===== src/rtl/uart_pkg.sv =====
// Shared UART definitions: FSM state encoding and default oversampling settings,
// common to the receiver and the transmitter on the same link.
package uart_pkg;

    localparam int NB_STATE    = 3;
    localparam int N_TICK_DEF  = 16;
    localparam int NB_TICK_DEF = 4;

    typedef enum logic [NB_STATE-1:0] {
        ST_IDLE   = 3'd0,
        ST_START  = 3'd1,
        ST_DATA   = 3'd2,
        ST_PARITY = 3'd3,
        ST_STOP   = 3'd4
    } state_e;

endpackage


===== src/rtl/uart_rx_sync.sv =====
// Two-flop synchroniser for the asynchronous serial line plus a falling-edge
// detector whose history flop only advances on baud ticks, so an edge is held until a tick sees it.
module uart_rx_sync (
    input  logic i_clock,
    input  logic i_reset,
    input  logic i_data,
    input  logic i_valid,
    output logic o_synced,
    output logic o_fall
);

    logic meta_q;
    logic sync_q;
    logic prev_q;

    // Line idles high, so every flop resets to 1 to avoid a false edge out of reset.
    always_ff @(posedge i_clock or posedge i_reset) begin
        if (i_reset) begin
            meta_q <= 1'b1;
            sync_q <= 1'b1;
            prev_q <= 1'b1;
        end else begin
            meta_q <= i_data;
            sync_q <= meta_q;
            if (i_valid) begin
                prev_q <= sync_q;
            end
        end
    end

    assign o_synced = sync_q;
    assign o_fall   = prev_q & ~sync_q;

endmodule


===== src/rtl/uart_rx.sv =====
// UART receiver: 16x oversampled, LSB-first, start + NB_DATA + [parity] + M_STOP stop bits.
// Optional parity checking is enabled with the UART_RX_PARITY_EN macro.
module uart_rx
    import uart_pkg::*;
#(
    parameter int NB_DATA         = 8,
    parameter int N_TICK          = N_TICK_DEF,
    parameter int NB_TICK         = NB_TICK_DEF,
    parameter int NB_BIT_CNT      = 4,
    parameter int M_STOP          = 1,
    parameter int EVEN_ODD_PARITY = 1
) (
    input  logic               i_clock,
    input  logic               i_reset,
    input  logic               i_data,
    input  logic               i_valid,
    output logic [NB_DATA-1:0] o_data,
    output logic               o_rx_done,
    output logic               o_frame_err,
    output logic               o_parity_err
);

    localparam int NB_STOP = 2;
    localparam logic [NB_TICK-1:0]    TICK_MID  = NB_TICK'(N_TICK / 2 - 1);
    localparam logic [NB_TICK-1:0]    TICK_LAST = NB_TICK'(N_TICK - 1);
    localparam logic [NB_BIT_CNT-1:0] BIT_LAST  = NB_BIT_CNT'(NB_DATA - 1);
    localparam logic [NB_STOP-1:0]    STOP_LAST = NB_STOP'(M_STOP - 1);

`ifdef UART_RX_PARITY_EN
    localparam state_e ST_AFTER_DATA = ST_PARITY;
`else
    localparam state_e ST_AFTER_DATA = ST_STOP;
`endif

    logic synced;
    logic fall;

    state_e                  state_q,     state_d;
    logic [NB_TICK-1:0]      tick_q,      tick_d;
    logic [NB_BIT_CNT-1:0]   bit_q,       bit_d;
    logic [NB_STOP-1:0]      stop_q,      stop_d;
    logic [NB_DATA-1:0]      shift_q,     shift_d;
    logic                    ferr_acc_q,  ferr_acc_d;
    logic [NB_DATA-1:0]      data_q,      data_d;
    logic                    done_q,      done_d;
    logic                    frame_err_q, frame_err_d;
`ifdef UART_RX_PARITY_EN
    logic                    perr_acc_q,   perr_acc_d;
    logic                    parity_err_q, parity_err_d;
    logic                    parity_exp;
`endif

    uart_rx_sync u_sync (
        .i_clock  (i_clock),
        .i_reset  (i_reset),
        .i_data   (i_data),
        .i_valid  (i_valid),
        .o_synced (synced),
        .o_fall   (fall)
    );

`ifdef UART_RX_PARITY_EN
    assign parity_exp = (EVEN_ODD_PARITY != 0) ? ^shift_q : ~^shift_q;
`endif

    always_comb begin
        state_d     = state_q;
        tick_d      = tick_q;
        bit_d       = bit_q;
        stop_d      = stop_q;
        shift_d     = shift_q;
        ferr_acc_d  = ferr_acc_q;
        data_d      = data_q;
        done_d      = 1'b0;
        frame_err_d = frame_err_q;
`ifdef UART_RX_PARITY_EN
        perr_acc_d   = perr_acc_q;
        parity_err_d = parity_err_q;
`endif

        unique case (state_q)
            ST_IDLE: begin
                if (i_valid && fall) begin
                    state_d = ST_START;
                    tick_d  = '0;
                end
            end
            ST_START: begin
                if (i_valid) begin
                    if (tick_q == TICK_MID) begin
                        // A line back high at mid start bit was a glitch, not a frame.
                        state_d    = synced ? ST_IDLE : ST_DATA;
                        tick_d     = '0;
                        bit_d      = '0;
                        ferr_acc_d = 1'b0;
`ifdef UART_RX_PARITY_EN
                        perr_acc_d = 1'b0;
`endif
                    end else begin
                        tick_d = tick_q + 1'b1;
                    end
                end
            end
            ST_DATA: begin
                if (i_valid) begin
                    if (tick_q == TICK_LAST) begin
                        tick_d  = '0;
                        shift_d = {synced, shift_q[NB_DATA-1:1]};
                        if (bit_q == BIT_LAST) begin
                            state_d = ST_AFTER_DATA;
                            stop_d  = '0;
                        end else begin
                            bit_d = bit_q + 1'b1;
                        end
                    end else begin
                        tick_d = tick_q + 1'b1;
                    end
                end
            end
`ifdef UART_RX_PARITY_EN
            ST_PARITY: begin
                if (i_valid) begin
                    if (tick_q == TICK_LAST) begin
                        tick_d     = '0;
                        perr_acc_d = (synced != parity_exp);
                        state_d    = ST_STOP;
                    end else begin
                        tick_d = tick_q + 1'b1;
                    end
                end
            end
`endif
            ST_STOP: begin
                if (i_valid) begin
                    if (tick_q == TICK_LAST) begin
                        tick_d     = '0;
                        ferr_acc_d = ferr_acc_q | ~synced;
                        // Returning to idle at the stop midpoint leaves half a bit to catch a back-to-back start.
                        if (stop_q == STOP_LAST) begin
                            state_d     = ST_IDLE;
                            done_d      = 1'b1;
                            data_d      = shift_q;
                            frame_err_d = ferr_acc_q | ~synced;
`ifdef UART_RX_PARITY_EN
                            parity_err_d = perr_acc_q;
`endif
                        end else begin
                            stop_d = stop_q + 1'b1;
                        end
                    end else begin
                        tick_d = tick_q + 1'b1;
                    end
                end
            end
            default: begin
                state_d = ST_IDLE;
            end
        endcase
    end

    always_ff @(posedge i_clock or posedge i_reset) begin
        if (i_reset) begin
            state_q     <= ST_IDLE;
            tick_q      <= '0;
            bit_q       <= '0;
            stop_q      <= '0;
            shift_q     <= '0;
            ferr_acc_q  <= 1'b0;
            data_q      <= '0;
            done_q      <= 1'b0;
            frame_err_q <= 1'b0;
        end else begin
            state_q     <= state_d;
            tick_q      <= tick_d;
            bit_q       <= bit_d;
            stop_q      <= stop_d;
            shift_q     <= shift_d;
            ferr_acc_q  <= ferr_acc_d;
            data_q      <= data_d;
            done_q      <= done_d;
            frame_err_q <= frame_err_d;
        end
    end

`ifdef UART_RX_PARITY_EN
    always_ff @(posedge i_clock or posedge i_reset) begin
        if (i_reset) begin
            perr_acc_q   <= 1'b0;
            parity_err_q <= 1'b0;
        end else begin
            perr_acc_q   <= perr_acc_d;
            parity_err_q <= parity_err_d;
        end
    end

    assign o_parity_err = parity_err_q;
`else
    assign o_parity_err = 1'b0;
`endif

    assign o_data      = data_q;
    assign o_rx_done   = done_q;
    assign o_frame_err = frame_err_q;

endmodule


===== config.mk =====
export PLATFORM = sky130hd
export DESIGN_NAME = uart_rx
export DESIGN_NICKNAME = d
export VERILOG_FILES = /design/src/rtl/uart_pkg.sv /design/src/rtl/uart_rx_sync.sv /design/src/rtl/uart_rx.sv
export SDC_FILE = /design/constraint.sdc
export NUM_CORES = 1
export LEC_CHECK = 0
export ABC_AREA = 1
export ABC_CLOCK_PERIOD_IN_PS = 2700
export BUFFER_PORTS_ARGS = -buffer_cell sky130_fd_sc_hd__buf_2
export CELL_PAD_IN_SITES_DETAIL_PLACEMENT = 0
export CELL_PAD_IN_SITES_GLOBAL_PLACEMENT = 1
export CORE_MARGIN = 4
export CORE_UTILIZATION = 47
export DETAILED_ROUTE_END_ITERATION = 10
export PLACE_DENSITY = 0.82
export REMOVE_ABC_BUFFERS = 1
export SLEW_MARGIN = 5
export SYNTH_ARGS = -nofsm -noshare
export SYNTH_HDL_FRONTEND = slang
export SYNTH_SLANG_ARGS = --single-unit

===== constraint.sdc =====
create_clock -name i_clock -period 2.7 [get_ports i_clock]
set_input_delay 0.135 -clock i_clock [delete_from_list [all_inputs] [get_ports i_clock]]
set_output_delay 0.135 -clock i_clock [all_outputs]
set_load 0.02 [all_outputs]

==> results.sh <==
export IMPL_status="complete, no violations"
export IMPL_clock_sinks=35
export IMPL_cts_htree_levels=2
export IMPL_fmax_mhz=601
export IMPL_diodes=0
export IMPL_antenna_found_initial=0
export IMPL_initial_core_util=0.502
export IMPL_clockRootBuffer="clkbuf_4"
export IMPL_cts_tree="yes"
export IMPL_ctsResizeCount=0
export IMPL_synth_cell_types=27
export IMPL_place_ws_ns=1.03
export IMPL_io_buffers=13
export IMPL_grt_overflow=0
export IMPL_layout_common_cells="58 x nand2_1, 32 x dfrtp_1, 23 x o21ai_0, 19 x inv_1, 15 x nand3_1"
export IMPL_p_leak_nw=0.947
export IMPL_slew_viol_final=0
export IMPL_ir_drop_mv=0.403
export IMPL_finalPower_mw=1.49
export IMPL_io_pins=15
export IMPL_end_kind="flop"
export IMPL_worst_setup_path_start_kind="flop"
export IMPL_rsz0062_at_grt="false"
export IMPL_synth_cell_area_um2=1710
export IMPL_setup_viol=0
export IMPL_fin_crit_ns=1.67
export IMPL_synth_edf_count=0
export IMPL_synth_seq_cells=35
export IMPL_drt_total_wl_mm=3.16
export IMPL_cts_hold_buf=2
export IMPL_die_x_um=68.4
export IMPL_avgSynthCellArea_um2=8.53
export IMPL_post_route_util=0.561
export IMPL_first_pass_iters=4
export IMPL_initialDrtViolationCount=95
export IMPL_drive_above_1_share=0.213
export IMPL_hold_ws_ns=0.0523
export IMPL_skew_ns=0.00435
export IMPL_critPathArrivalTime_ns=1.91
export IMPL_final_period_utilization=0.617
export IMPL_routed_via_density=4.94
export IMPL_hold_path_class="primary input to flop"
export IMPL_num_vias=1319
export IMPL_clk_latency_ns=0.35
export IMPL_crit_fanout=16
export IMPL_grt_pass1_vias=1311
export IMPL_path_cells="ha_1 -> nand2_2 -> nor2_4 -> nand2_2 -> nor3_4 -> inv_2 -> nand2_1 -> o21ai_2"
export IMPL_final_common_cell="nand2_1"
export IMPL_synth_seq_area_share=0.513
export IMPL_areaGrowthSynthToFinish_pct=11.8
export IMPL_die_h_um=68.4
export IMPL_path_class="flop to flop"
export IMPL_place_gp_congestion=0.829
export IMPL_cts_buffers=5
export IMPL_core_um2=3420
export IMPL_dp_hpwl_mm=2.37
export IMPL_grt_usage=0.173
export IMPL_drc=0
export IMPL_slowest_delay_ns=0.42
export IMPL_yosysWarnings=0
export IMPL_clk_path_buf_depth=2
export IMPL_die_area_um2=4680
export IMPL_max_cap_viol_count=0
export IMPL_row_count=21
export IMPL_syn_inst=201
export IMPL_synth_flop_cell="dfrtp_1"
export IMPL_setup_tns_ns=0
export IMPL_grt_pass1_wl_mm=5.90
export IMPL_slowest_stage="dfrtp_1"
export IMPL_cp_data_required_time_ns=2.94
export IMPL_finalHoldViolCount=0
export IMPL_setup_ws_ns=1.03
export IMPL_async_flop_share=1.00
export IMPL_antenna_left=0
export IMPL_grt_max_degree=27
export IMPL_num_nets_final=228
export IMPL_routedWlPerCell_um=11.8
export IMPL_post_cts_buffers=0
export IMPL_p_per_area_nw_per_um2=779
export IMPL_cp_common_cell="nand2_2"
export IMPL_cts_reportedPaths_clkPinSlew_ns=0.10
path summary, 6_finish.rpt:
kind / startpoint / endpoint / slack, ns / depth (start not counted)
worst max-delay path: tick_q[0] / o_data[5] / 1.03 / 8
worst min-delay path: i_valid / u_sync.prev_q / 0.05 / 3
worst max register to register: tick_q[0] / o_data[5] / 1.03 / 8
worst min register to register: u_sync.meta_q / u_sync.o_synced / 0.36 / 0
max in group asynchronous: i_reset / u_sync.meta_q / 1.70 / 4
min in group asynchronous: i_reset / stop_q[1] / 0.29 / 3
cells by family (layout without fill, tap and decap cells):
kind of cell | after synthesis | after routing | share of synthesized area
and+or+nand+nor | 100 | 100 | 0.264
xor gates and xnor gates | 3 | 3 | 0.0153
DFF | 35 | 35 | 0.513
buffers and inverters | 24 | 44 | 0.0591
adders and majority gates | 3 | 3 | 0.0219
AOI/OAI and AO/OA | 35 | 35 | 0.124
other | 1 | 1 | 0.00219
Yosys cell counts, types with 2 or more instances:
cell type	n	share of area
dfstp_2	3	0.046
nor2_1	13	0.028
o21ai_0	23	0.067
nor2_2	2	0.0073
or2_2	3	0.011
nand2_2	4	0.015
nand3_2	2	0.012
inv_2	2	0.0044
nand3_1	15	0.044
xor2_1	2	0.010
dfrtp_1	32	0.47
inv_1	19	0.042
nand2_1	58	0.13
o21ai_2	8	0.041
ha_1	3	0.022
critical path, delay by kind of cell, from the launching register on:
kind / cells / cell delay, ns
adders and majority gates: 1 / 0.26
and+or+nand+nor: 5 / 0.63
buffers and inverters: 1 / 0.20
AOI/OAI and AO/OA: 1 / 0.05
DFF: 1 / 0.42
power by group:
group / switching, mW / internal (mW) / leakage, nW
Combinational: 0.332 / 0.154 / 0.436
Sequential: 0.0568 / 0.584 / 0.473
Clock: 0.177 / 0.190 / 0.0373
Total: 0.565 / 0.927 / 0.947
state kept, by name, indices dropped and copies added, names as in the netlist, 2 cells and up:
signal   cells
state_q      3
bit_q        4
stop_q       2
tick_q       4
o_data       8
shift_q      8
per-stage QoR:
| step | std cells | area [um^2] |
|---|---|---|
| floorplan | 198 | 1690 |
| global placement | 258 | 1820 |
| detailed placement | 258 | 1820 |
| CTS | 267 | 1920 |
| global route | 267 | 1920 |
| finish | 267 | 1920 |
area by class of cell:
class                           count  area (um^2)
Multi-Input combinational cell    142          733
Clock buffer                        5         37.5
Fill cell                         330         1500
Tap cell                           46         57.6
Clock inverter                      2         37.5
Sequential cell                    35          880
Inverter                           21         78.8
Timing Repair Buffer               16         92.6
layer usage:
metal  global-route usage  routed length, um  up-vias
li1                     -                  -      682
met1                0.220               1470      608
met2                0.267               1490       20
met3               0.0394                112        9
met4                0.104                 89        0
met5                    0                  0        -
No activity file was read; power rests on OpenSTA's default activity.
